===== src/rtl/mips_pkg.sv =====
// Shared MIPS instruction-word definitions: field bit positions, fetch FSM states
// and instruction-register constants used by the fetch register and decode.
package mips_pkg;

  localparam int INSTR_W = 32;
  localparam logic [INSTR_W-1:0] NOP_WORD = 32'h0000_0000;

  localparam int OPC_HI = 31;
  localparam int OPC_LO = 26;
  localparam int RS_HI  = 25;
  localparam int RS_LO  = 21;
  localparam int RT_HI  = 20;
  localparam int RT_LO  = 16;
  localparam int RD_HI  = 15;
  localparam int RD_LO  = 11;
  localparam int SH_HI  = 10;
  localparam int SH_LO  = 6;
  localparam int FN_HI  = 5;
  localparam int FN_LO  = 0;
  localparam int IMM_HI = 15;
  localparam int IMM_LO = 0;
  localparam int TGT_HI = 25;
  localparam int TGT_LO = 0;

  typedef enum logic [1:0] {
    IDLE = 2'b00,
    WAIT = 2'b01,
    HOLD = 2'b10
  } ir_state_e;

endpackage


===== src/rtl/instr_field_split.sv =====
// Combinational splitter of a 32-bit MIPS word into its R/I/J-format fields.
module instr_field_split
  import mips_pkg::*;
(
  input  logic [INSTR_W-1:0] i_instr,
  output logic [5:0]         o_opcode,
  output logic [4:0]         o_rs,
  output logic [4:0]         o_rt,
  output logic [4:0]         o_rd,
  output logic [4:0]         o_shamt,
  output logic [5:0]         o_funct,
  output logic [15:0]        o_imm16,
  output logic [25:0]        o_target26
);

  assign o_opcode   = i_instr[OPC_HI:OPC_LO];
  assign o_rs       = i_instr[RS_HI:RS_LO];
  assign o_rt       = i_instr[RT_HI:RT_LO];
  assign o_rd       = i_instr[RD_HI:RD_LO];
  assign o_shamt    = i_instr[SH_HI:SH_LO];
  assign o_funct    = i_instr[FN_HI:FN_LO];
  assign o_imm16    = i_instr[IMM_HI:IMM_LO];
  assign o_target26 = i_instr[TGT_HI:TGT_LO];

endmodule


===== src/rtl/instr_fetch_reg.sv =====
// Multicycle instruction register: memory read handshake, word latch and field split.
// Optional bus timeout enabled by defining IR_TIMEOUT_EN.
module instr_fetch_reg
  import mips_pkg::*;
#(
  parameter int ADDR_W      = 32,
  parameter int DATA_W      = 32,
  parameter int TIMEOUT_CYC = 16
) (
  input  logic              clk,
  input  logic              rst_n,
  input  logic              i_fetch_start,
  input  logic              i_flush,
  input  logic [ADDR_W-1:0] i_pc,
  output logic              o_mem_req,
  output logic [ADDR_W-1:0] o_mem_addr,
  input  logic [DATA_W-1:0] i_mem_rdata,
  input  logic              i_mem_ack,
  output logic              o_busy,
  output logic              o_ir_valid,
  output logic              o_addr_err,
  output logic              o_bus_err,
  output logic [31:0]       o_instr,
  output logic [5:0]        o_opcode,
  output logic [4:0]        o_rs,
  output logic [4:0]        o_rt,
  output logic [4:0]        o_rd,
  output logic [4:0]        o_shamt,
  output logic [5:0]        o_funct,
  output logic [15:0]       o_imm16,
  output logic [25:0]       o_target26
);

  ir_state_e            r_state,    w_state_nxt;
  logic                 r_mem_req,  w_mem_req_nxt;
  logic [ADDR_W-1:0]    r_mem_addr, w_mem_addr_nxt;
  logic                 r_busy,     w_busy_nxt;
  logic                 r_ir_valid, w_ir_valid_nxt;
  logic                 r_addr_err, w_addr_err_nxt;
  logic                 r_bus_err,  w_bus_err_nxt;
  logic [INSTR_W-1:0]   r_instr,    w_instr_nxt;

`ifdef IR_TIMEOUT_EN
  localparam int CNT_W = (TIMEOUT_CYC > 1) ? $clog2(TIMEOUT_CYC) : 1;
  logic [CNT_W-1:0]     r_cnt, w_cnt_nxt;
`endif

  // Next-state and next-output decision; flush overrides everything else.
  always_comb begin
    w_state_nxt    = r_state;
    w_mem_req_nxt  = r_mem_req;
    w_mem_addr_nxt = r_mem_addr;
    w_busy_nxt     = r_busy;
    w_ir_valid_nxt = r_ir_valid;
    w_addr_err_nxt = 1'b0;
    w_bus_err_nxt  = 1'b0;
    w_instr_nxt    = r_instr;
`ifdef IR_TIMEOUT_EN
    w_cnt_nxt      = r_cnt;
`endif
    if (i_flush) begin
      w_state_nxt    = IDLE;
      w_mem_req_nxt  = 1'b0;
      w_busy_nxt     = 1'b0;
      w_ir_valid_nxt = 1'b0;
    end else begin
      case (r_state)
        IDLE, HOLD: begin
          if (i_fetch_start) begin
            w_ir_valid_nxt = 1'b0;
            if (i_pc[1:0] == 2'b00) begin
              w_state_nxt    = WAIT;
              w_mem_req_nxt  = 1'b1;
              w_mem_addr_nxt = i_pc;
              w_busy_nxt     = 1'b1;
`ifdef IR_TIMEOUT_EN
              w_cnt_nxt      = '0;
`endif
            end else begin
              w_state_nxt    = IDLE;
              w_addr_err_nxt = 1'b1;
            end
          end else begin
            w_state_nxt = r_state;
          end
        end
        WAIT: begin
          // Request and address stay frozen here; fetch_start is deliberately ignored.
          if (i_mem_ack) begin
            w_state_nxt    = HOLD;
            w_instr_nxt    = i_mem_rdata;
            w_mem_req_nxt  = 1'b0;
            w_busy_nxt     = 1'b0;
            w_ir_valid_nxt = 1'b1;
`ifdef IR_TIMEOUT_EN
          end else if (r_cnt == CNT_W'(TIMEOUT_CYC - 1)) begin
            w_state_nxt    = IDLE;
            w_mem_req_nxt  = 1'b0;
            w_busy_nxt     = 1'b0;
            w_ir_valid_nxt = 1'b0;
            w_bus_err_nxt  = 1'b1;
          end else begin
            w_cnt_nxt = r_cnt + CNT_W'(1);
          end
`else
          end else begin
            w_state_nxt = WAIT;
          end
`endif
        end
        default: begin
          w_state_nxt    = IDLE;
          w_mem_req_nxt  = 1'b0;
          w_busy_nxt     = 1'b0;
          w_ir_valid_nxt = 1'b0;
        end
      endcase
    end
  end

  // State and registered outputs.
  always_ff @(posedge clk or negedge rst_n) begin
    if (!rst_n) begin
      r_state    <= IDLE;
      r_mem_req  <= 1'b0;
      r_mem_addr <= '0;
      r_busy     <= 1'b0;
      r_ir_valid <= 1'b0;
      r_addr_err <= 1'b0;
      r_bus_err  <= 1'b0;
      r_instr    <= NOP_WORD;
`ifdef IR_TIMEOUT_EN
      r_cnt      <= '0;
`endif
    end else begin
      r_state    <= w_state_nxt;
      r_mem_req  <= w_mem_req_nxt;
      r_mem_addr <= w_mem_addr_nxt;
      r_busy     <= w_busy_nxt;
      r_ir_valid <= w_ir_valid_nxt;
      r_addr_err <= w_addr_err_nxt;
      r_bus_err  <= w_bus_err_nxt;
      r_instr    <= w_instr_nxt;
`ifdef IR_TIMEOUT_EN
      r_cnt      <= w_cnt_nxt;
`endif
    end
  end

  assign o_mem_req  = r_mem_req;
  assign o_mem_addr = r_mem_addr;
  assign o_busy     = r_busy;
  assign o_ir_valid = r_ir_valid;
  assign o_addr_err = r_addr_err;
  assign o_bus_err  = r_bus_err;
  assign o_instr    = r_instr;

  instr_field_split u_split (
    .i_instr    (r_instr),
    .o_opcode   (o_opcode),
    .o_rs       (o_rs),
    .o_rt       (o_rt),
    .o_rd       (o_rd),
    .o_shamt    (o_shamt),
    .o_funct    (o_funct),
    .o_imm16    (o_imm16),
    .o_target26 (o_target26)
  );

endmodule


===== config.mk =====
export PLATFORM = sky130hd
export DESIGN_NAME = instr_fetch_reg
export DESIGN_NICKNAME = d
export VERILOG_FILES = /design/src/rtl/mips_pkg.sv /design/src/rtl/instr_field_split.sv /design/src/rtl/instr_fetch_reg.sv
export SDC_FILE = /design/constraint.sdc
export NUM_CORES = 1
export LEC_CHECK = 0
export BUFFER_PORTS_ARGS = -buffer_cell sky130_fd_sc_hd__buf_2
export CAP_MARGIN = 5
export CORE_MARGIN = 2
export CORE_UTILIZATION = 38
export DETAILED_ROUTE_END_ITERATION = 8
export PLACE_DENSITY = 0.77
export SLEW_MARGIN = 25
export SYNTH_ARGS = -nofsm -noshare
export SYNTH_HDL_FRONTEND = slang
export SYNTH_SLANG_ARGS = --single-unit

===== constraint.sdc =====
create_clock -name clk -period 1.6 [get_ports clk]
set_input_delay 0.08 -clock clk [delete_from_list [all_inputs] [get_ports clk]]
set_output_delay 0.08 -clock clk [all_outputs]
set_load 0.01 [all_outputs]

==> results.md, run 1 <==
Flow run:
- Max-cap violations in this run came to 0.

CTS:
- The cell chosen for the clock root is sky130_fd_sc_hd__clkbuf_8.
- The later-pin clock latency in the skew report is 0.33 ns.
- The post-CTS setup-driven buffer insertion count is 0.
- Buffers inserted during clock tree synthesis total 9.
- Counting every sink on the clock net gives 69.
- The TritonCTS clock tree is built.
- The maximum clock path buffer count is 2.
- The H-tree depth is 3.
- Clock-pin slew was measured on the worst setup and hold paths at 0.07 ns.

Final layout:
- Compared with the post-synthesis result, the final layout area differs by 46.6%.
- The area of all placed cells without fillers is 4680 um^2.
- Once layout is complete, the utilization of the core stands at 0.573.
- The filler cells instantiated in the layout total 698.
- The top cell types in the final layout, fill and taps aside, are sky130_fd_sc_hd__buf_2, sky130_fd_sc_hd__dfrtp_1, sky130_fd_sc_hd__dlygate4sd3_1.
- The number of antenna diodes in the final layout is 0.
- Leaving out fill and tap cells, the most frequent cell in the layout is sky130_fd_sc_hd__buf_2.
- The final standard cell count with taps included and fillers excluded is 552.
- The post-layout net count is 511.
- The share of post-route cells with drive strength above 1 is 0.655.

Floorplanning:
- The total area inside the core boundary comes to 8180 um^2.
- The cell row count is 33.
- In this run the count of I/O pins placed on the die edge is 212.
- From left edge to right edge, the die measures 95.7 um.
- The die is 95.7 um tall.
- For this configuration, the core starts out at a cell density of 0.391.
- The die covers 9150 um^2.

Place:
- The instance area at placement is 3790 um^2.
- The number of buffer cells added on primary ports is 210.
- The post-placement worst setup slack is 0.0100 ns.
- Routability-driven placement finished with a final weighted congestion of 0.652.
- Summed over all nets, the half-perimeter wirelength after detailed placement is 4.90 mm.
- The cell total after placement is 472.

Synthesis:
- The count of synthesis-stage warnings from yosys is 0.
- The distinct cell type count after synthesis is 19.
- The synthesized netlist occupies a cell area of 3190 um^2.
- For this run, the register share of the synthesized area comes to 0.541.
- Counting every instance in the synthesized netlist gives 235.
- The post-synth net total is 304.
- A synthesized cell averages 13.6 um^2.
- After synthesis the netlist holds a flip-flop and latch count of 69.

STA:
- Setup repair after global routing could not meet its margin everywhere.
- The total count of max-transition violations in the final report is 0.
- The final-report hold violation count is 0.
- The worst path in the final design needs a cycle of 1.58 ns, including I/O delays and setup.
- The final worst hold slack is 0.0397 ns.
- The worst-case clock skew is 0.00311 ns.
- The upper clock frequency limit is 631 MHz.
- After routing, the total negative slack on setup checks comes to 0 ns.
- The smallest setup slack after layout is 0.0164 ns.
- In the finished design, the share of the clock period the worst path needs comes to 0.990.
- Setup violations remaining at the end of the flow were counted as 0.

Power:
- Dividing total power by cell area gives a power density of 1270 nW/um^2.
- The power after layout is 5.96 mW.
- The leakage component of the power is 2.52 nW.
- VDD sags by at most 0.589 mV.

Detailed routing:
- The count of antenna-violating nets left after detailed routing is 0.
- The count of unresolved DRC violations after routing is 0.
- For this run, the detailed router's first-pass iteration total came to 4.
- The average wire per cell in the routed design is 14.1 um.
- Dividing the detail-routed via count by the number of cells gives 4.29.
- The post-detailed-routing wire length is 7.77 mm.
- For this block, the initial DRC count from the detailed router was 24.
- For this block, the via count after detailed routing is 2367.

Critical path:
- Data on the critical path arrives at its endpoint at 1.80 ns.
- At the worst endpoint, the required time is 1.81 ns.
- The start-to-end type of the worst setup path is flop to flop.
- STA classifies the critical path endpoint as a flop.
- Along the worst path, the maximum fanout reaches 32.
- The nature of the critical path startpoint is a flop.

Global route:
- The number of global-route vias before repair is 2377.
- The first-pass GRT wire length is 11.3 mm.
- The total global routing overflow is 0.
- The number of antenna violations at the first check in global routing came to 0.
- The aggregate global-route resource usage is 0.163.
- The pin count of the biggest net entering global routing is 70.

Min path:
- The type of the worst min-delay path is primary input to flop.

Outcome:
- The flow ran to the end, and the final reports show no timing, DRC or antenna violations.
-- layer usage --
layer | share of wire | up-vias | global-route usage
met3 | 0.078 | 9 | 0.0451
met2 | 0.54 | 114 | 0.309
met4 | 0.012 | 0 | 0.0643
li1 | - | 1123 | -
met5 | 0 | - | 0
met1 | 0.37 | 1121 | 0.167
-- state kept, by name (all words and copies together) (netlist names) --
register	cells
o_instr	32
o_ir_valid	1
o_mem_addr	32
r_state	2
o_addr_err	1
o_busy	1
-- repair_timing --
item                       CTS  global route
hold buffers                63             1
gates resized for setup      0             2
hold endpoints to repair   135             1
setup endpoints to repair    2            32
-- report_power, final --
part	switching (mW)	internal, mW	total (mW)
Clock	0.615	1.05	1.66
Combinational	0.922	0.972	1.89
Sequential	0.290	2.11	2.40
-- worst max-delay path, stage by stage, from the launching register on --
cell and delay (ns):
sky130_fd_sc_hd__dfrtp_1 0.39, sky130_fd_sc_hd__and2b_2 0.24, sky130_fd_sc_hd__nor3b_4 0.22, sky130_fd_sc_hd__buf_12 0.24, sky130_fd_sc_hd__mux2_2 0.37
-- cell type report --
class / instances / area, um^2 / share of cell area
well taps: 105 / 131 / 0.0281
multi-input cells: 83 / 830 / 0.177
repair buffers: 278 / 1750 / 0.373
clock inverters: 3 / 65.1 / 0.0139
inverters: 1 / 3.75 / 0.000802
flip-flops and latches: 69 / 1730 / 0.369
clock buffers: 13 / 179 / 0.0382
-- kinds of logic (layout without fill, tap and decap cells) --
kind of cell	after synthesis	in the layout	synth area share
mux	62	62	0.219
flops	69	69	0.541
compound gates	6	6	0.0102
other cells	1	1	0.00117
simple gates	14	14	0.0282
buf+inv	83	295	0.201
-- synthesized netlist by cell type --
cell / instances / area, um^2
sky130_fd_sc_hd__mux2_1: 2 / 22.5
sky130_fd_sc_hd__buf_6: 6 / 67.6
sky130_fd_sc_hd__nor4b_1: 1 / 8.76
sky130_fd_sc_hd__and2_1: 2 / 12.5
sky130_fd_sc_hd__nor3b_4: 1 / 18.8
sky130_fd_sc_hd__nor2_1: 5 / 18.8
sky130_fd_sc_hd__inv_1: 1 / 3.75
sky130_fd_sc_hd__nor3b_1: 1 / 7.51
sky130_fd_sc_hd__nor2b_1: 1 / 6.26
sky130_fd_sc_hd__buf_4: 76 / 571
sky130_fd_sc_hd__dfrtp_1: 69 / 1730
sky130_fd_sc_hd__a22oi_1: 1 / 7.51
sky130_fd_sc_hd__a21oi_1: 3 / 15.0
sky130_fd_sc_hd__nand2_2: 1 / 6.26
sky130_fd_sc_hd__mux2_2: 60 / 676
sky130_fd_sc_hd__nand2_1: 1 / 3.75
sky130_fd_sc_hd__conb_1: 1 / 3.75
sky130_fd_sc_hd__and2b_1: 1 / 7.51
sky130_fd_sc_hd__o21ai_0: 2 / 10.0
-- final timing paths --
path / start / to / slack (ns) / cells past startpoint
setup reg to reg: r_state[1] / o_instr[30] / 0.02 / 4
setup / recovery: r_state[1] / o_instr[30] / 0.02 / 4
max in group asynchronous: rst_n / o_instr[15] / 1.00 / 3
hold / removal: i_fetch_start / o_ir_valid / 0.04 / 4
hold reg to reg: o_mem_addr[0] / o_mem_addr[0] / 0.49 / 1
min in group asynchronous: rst_n / o_mem_addr[25] / 0.30 / 3
(Power assumes the default switching activity.)
==> run 2: changes to the inputs <==
--- a/config.mk
+++ b/config.mk
@@ -8,9 +8,9 @@
 export BUFFER_PORTS_ARGS = -buffer_cell sky130_fd_sc_hd__buf_2
 export CAP_MARGIN = 5
 export CORE_MARGIN = 2
-export CORE_UTILIZATION = 38
+export CORE_UTILIZATION = 42
 export DETAILED_ROUTE_END_ITERATION = 8
-export PLACE_DENSITY = 0.77
+export PLACE_DENSITY = 0.8
 export SLEW_MARGIN = 25
 export SYNTH_ARGS = -nofsm -noshare
 export SYNTH_HDL_FRONTEND = slang
==> constraint.sdc (replaced) <==
create_clock -name clk -period 1.78 [get_ports clk]
set_input_delay 0.089 -clock clk [delete_from_list [all_inputs] [get_ports clk]]
set_output_delay 0.089 -clock clk [all_outputs]
set_load 0.01 [all_outputs]
==> run 2 against run 1 <==
First-iteration DRC count up 88%. Cell count down 1.4%. Largest power group unchanged. Non-clock buffer count down 2. Clock skew up 0.0090 ns. Via count up 2.0%. Power down 12%. Wire length up 0.19%. Critical endpoint is now o_instr[27]. Global-route usage up 3.0 points. Die area down 9.1%. Design area down 1.0%.
==> results.md, run 2 (synthesis results as in run 1) <==
Outcome:
- The run finished with clean final reports.

CTS:
- The post-cts gate resize count was 0 (unchanged).
- The CTS buffer count is 9 (unchanged).
- The TritonCTS sink count was 69 (unchanged).
- The later-pin clock latency in the skew report is 0.33 ns (about the same).
- TritonCTS built the clock tree.
- The cell chosen for the clock root is sky130_fd_sc_hd__clkbuf_8.
- The clock-pin slew on the worst setup and hold paths is 0.06 ns (about the same).
- The maximum clock path buffer count was 2 (unchanged).
- The H-tree depth is 3 (unchanged).

Min path:
- The worst hold path belongs to the class primary input to flop.

Critical path:
- The type of destination of the critical path is a flop.
- The nature of the critical path startpoint is a flop.
- Walking the worst path, the cells encountered are and2b_1 -> nor3b_4 -> buf_4 -> mux2_2.
- The largest individual stage delay along the critical path comes from the cell sky130_fd_sc_hd__dfrtp_1.
- The maximum fanout along the worst path came to 11 (-66%).
- The required time at the endpoint of the critical path came to 1.99 ns (+0.18 ns).
- The data arrival at the endpoint of the critical path came to 1.80 ns (about the same).
- The start-to-end type of the worst setup path is flop to flop.
- The delay contributed by the slowest stage of the critical path came to 0.38 ns (about the same).

Final layout:
- The share of post-route cells with drive strength above 1 is 0.653 (-0.00233).
- The count of filler cells inserted in the layout is 577 (-17%).
- The top cell types in the final layout, fill and taps aside, are sky130_fd_sc_hd__buf_2, sky130_fd_sc_hd__dfrtp_1, sky130_fd_sc_hd__dlygate4sd3_1.
- The post-layout net count is 509 (-0.39%).
- The area growth from synthesis to final layout is 45.1%.
- The core occupancy in the finished layout is 0.636 (+0.0629).
- Leaving out fill and tap cells, the most frequent cell in the layout is sky130_fd_sc_hd__buf_2.

Power:
- The net switching component of the power is 1.64 mW (-10%).
- The worst-case vdd ir drop was 0.489 mV (-17%).
- The leakage component of the power is 2.50 nW (-0.91%).
- The switching power share of the total came to 0.314 (+0.00746).
- The internal power of the cells was 3.58 mW (-13%).
- The clock network fraction of total power is 0.261 (-0.018).
- The part of the total power dissipated in combinational logic is 0.327 (+0.009).
- The power density relative to cell area is 1130 nW/um^2 (-11%).
- The part of the total power dissipated in sequential elements is 0.412 (+0.009).

STA:
- The smallest setup slack after layout is 0.185 ns (+0.168 ns).
- The portion of the clock cycle consumed by the worst path in the final layout is 0.896 (-0.0935).
- The final-report setup violation count was 0 (unchanged).
- The clock period minus final worst setup slack came to 1.60 ns (+0.0118 ns).
- Setup repair after global routing left no endpoint under its margin.
- The total count of max-transition violations in the final report is 0 (unchanged).
- The final-report hold violation count was 0 (unchanged).
- The upper clock frequency limit is 627 MHz (-0.74%).
- The total negative slack for setup checks is 0 ns (unchanged).
- The worst-case clock skew is 0.0121 ns (+0.00899 ns).

Floorplanning:
- The overall die area is 8320 um^2 (-9.1%).
- The cell row count is 31 (-6.1%).
- The floorplan die height came to 91.2 um (-4.7%).
- The effective utilization at floorplan is 0.438 (+0.0473).
- The core outline area is 7290 um^2 (-11%).
- The number of top-level pins was 212 (unchanged).
- The die outline width is 91.2 um (-4.7%).

Detailed routing:
- The post-detailed-routing wire length is 7.79 mm (+0.19%).
- The per-cell via count in the routed design is 4.44 (+3.5%).
- The via count of the routed design is 2414 (+2.0%).
- The number of detailed-route iterations in the first pass came to 4 (unchanged).
- The DRC marker count from the first detailed-route iteration is 45 (+88%).
- The average wire per cell in the routed design is 14.3 um (+1.7%).
- The count of unresolved DRC violations after routing was 0 (unchanged).
- The count of antenna-violating nets left after detailed routing is 0 (unchanged).

Place:
- The routability-driven placement congestion ratio came to 0.683 (+4.8%).
- The post-placement worst setup slack is 0.188 ns (+0.178 ns).
- The number of buffer cells added on primary ports is 210 (unchanged).
- The sum of net half-perimeters after detailed placement is 5.10 mm (+4.0%).

Global route:
- The first-pass GRT wire length is 12.6 mm (+11%).
- The total global routing overflow is 0 (unchanged).
- The number of global-route vias before repair is 2475 (+4.1%).
- The aggregate global-route resource usage is 0.193 (+0.0301).
- The pin count of the biggest net entering global routing is 70 (unchanged).
- The number of antenna violations at the first check in global routing is 1 (+1).

Flow run:
- The number of maximum-capacitance constraint violations is 0 (unchanged).
## run 2: cell count changes in the layout (fill, tap and decap cells not counted), sizes merged
cell and change:
dlygate4sd3 -2, diode +1, clkbuf -2, clkinvlp +1
## run 2: layer usage
metal | wire length (um) | vias up | GRT usage
met2 | 4240 | 116 | 0.357
met4 | 172 | 0 | 0.0846
met1 | 2760 | 1162 | 0.202
li1 | - | 1121 | -
met3 | 610 | 15 | 0.0556
met5 | 0 | - | 0
## run 2: cell type report
| class | count | area, um^2 | area share |
|---|---|---|---|
| Clock buffer | 11 | 141 | 0.0305 |
| Clock inverter | 4 | 72.6 | 0.0157 |
| Antenna cell | 1 | 2.50 | 0.000540 |
| Timing Repair Buffer | 276 | 1740 | 0.375 |
| Tap cell | 99 | 124 | 0.0267 |
| Sequential cell | 69 | 1730 | 0.373 |
| Multi-Input combinational cell | 83 | 825 | 0.178 |
| Inverter | 1 | 3.75 | 0.000810 |
## run 2: per-stage QoR
step,hold slack [ns],power (mW),instance area (um^2),instances
floorplan,-0.207,3.41,3190,235
global placement,0.136,3.72,3800,466
detailed placement,0.140,3.78,3800,466
CTS,0.00687,5.28,4630,543
global route,0.0202,5.52,4630,544
finish,0.0255,5.23,4630,544
## run 2: timing repair
item / in CTS / in global routing
hold buffers: 62 / 0
hold endpoints to repair: 130 / 0
setup buffers: 0 / 0
## run 2: worst max-delay path, delay by kind of cell, from the launching register on
family	cells	cell delay, ns
simple gates	2	0.51
flops	1	0.38
mux	1	0.35
buf+inv	1	0.24
## run 2: path summary, 6_finish.rpt
path / startpoint / end / slack (ns) / depth (start not counted)
hold / removal: i_mem_rdata[26] / o_instr[26] / 0.03 / 2
min in group asynchronous: rst_n / o_mem_addr[24] / 0.30 / 3
max in group asynchronous: rst_n / o_addr_err / 1.16 / 3
hold reg to reg: o_mem_addr[0] / o_mem_addr[0] / 0.48 / 1
setup reg to reg: r_state[1] / o_instr[27] / 0.18 / 4
setup / recovery: r_state[1] / o_instr[27] / 0.18 / 4
## run 2: power groups by stage
stage / Combinational [mW] / Sequential [mW] / Clock [mW]
6_report: 1.71 / 2.15 / 1.37
5_1_grt: 1.83 / 2.21 / 1.48
4_1_cts: 1.71 / 2.15 / 1.42
3_5_place_dp: 1.60 / 2.17 / 0
3_3_place_gp: 1.57 / 2.15 / 0
2_1_floorplan: 1.10 / 2.32 / 0
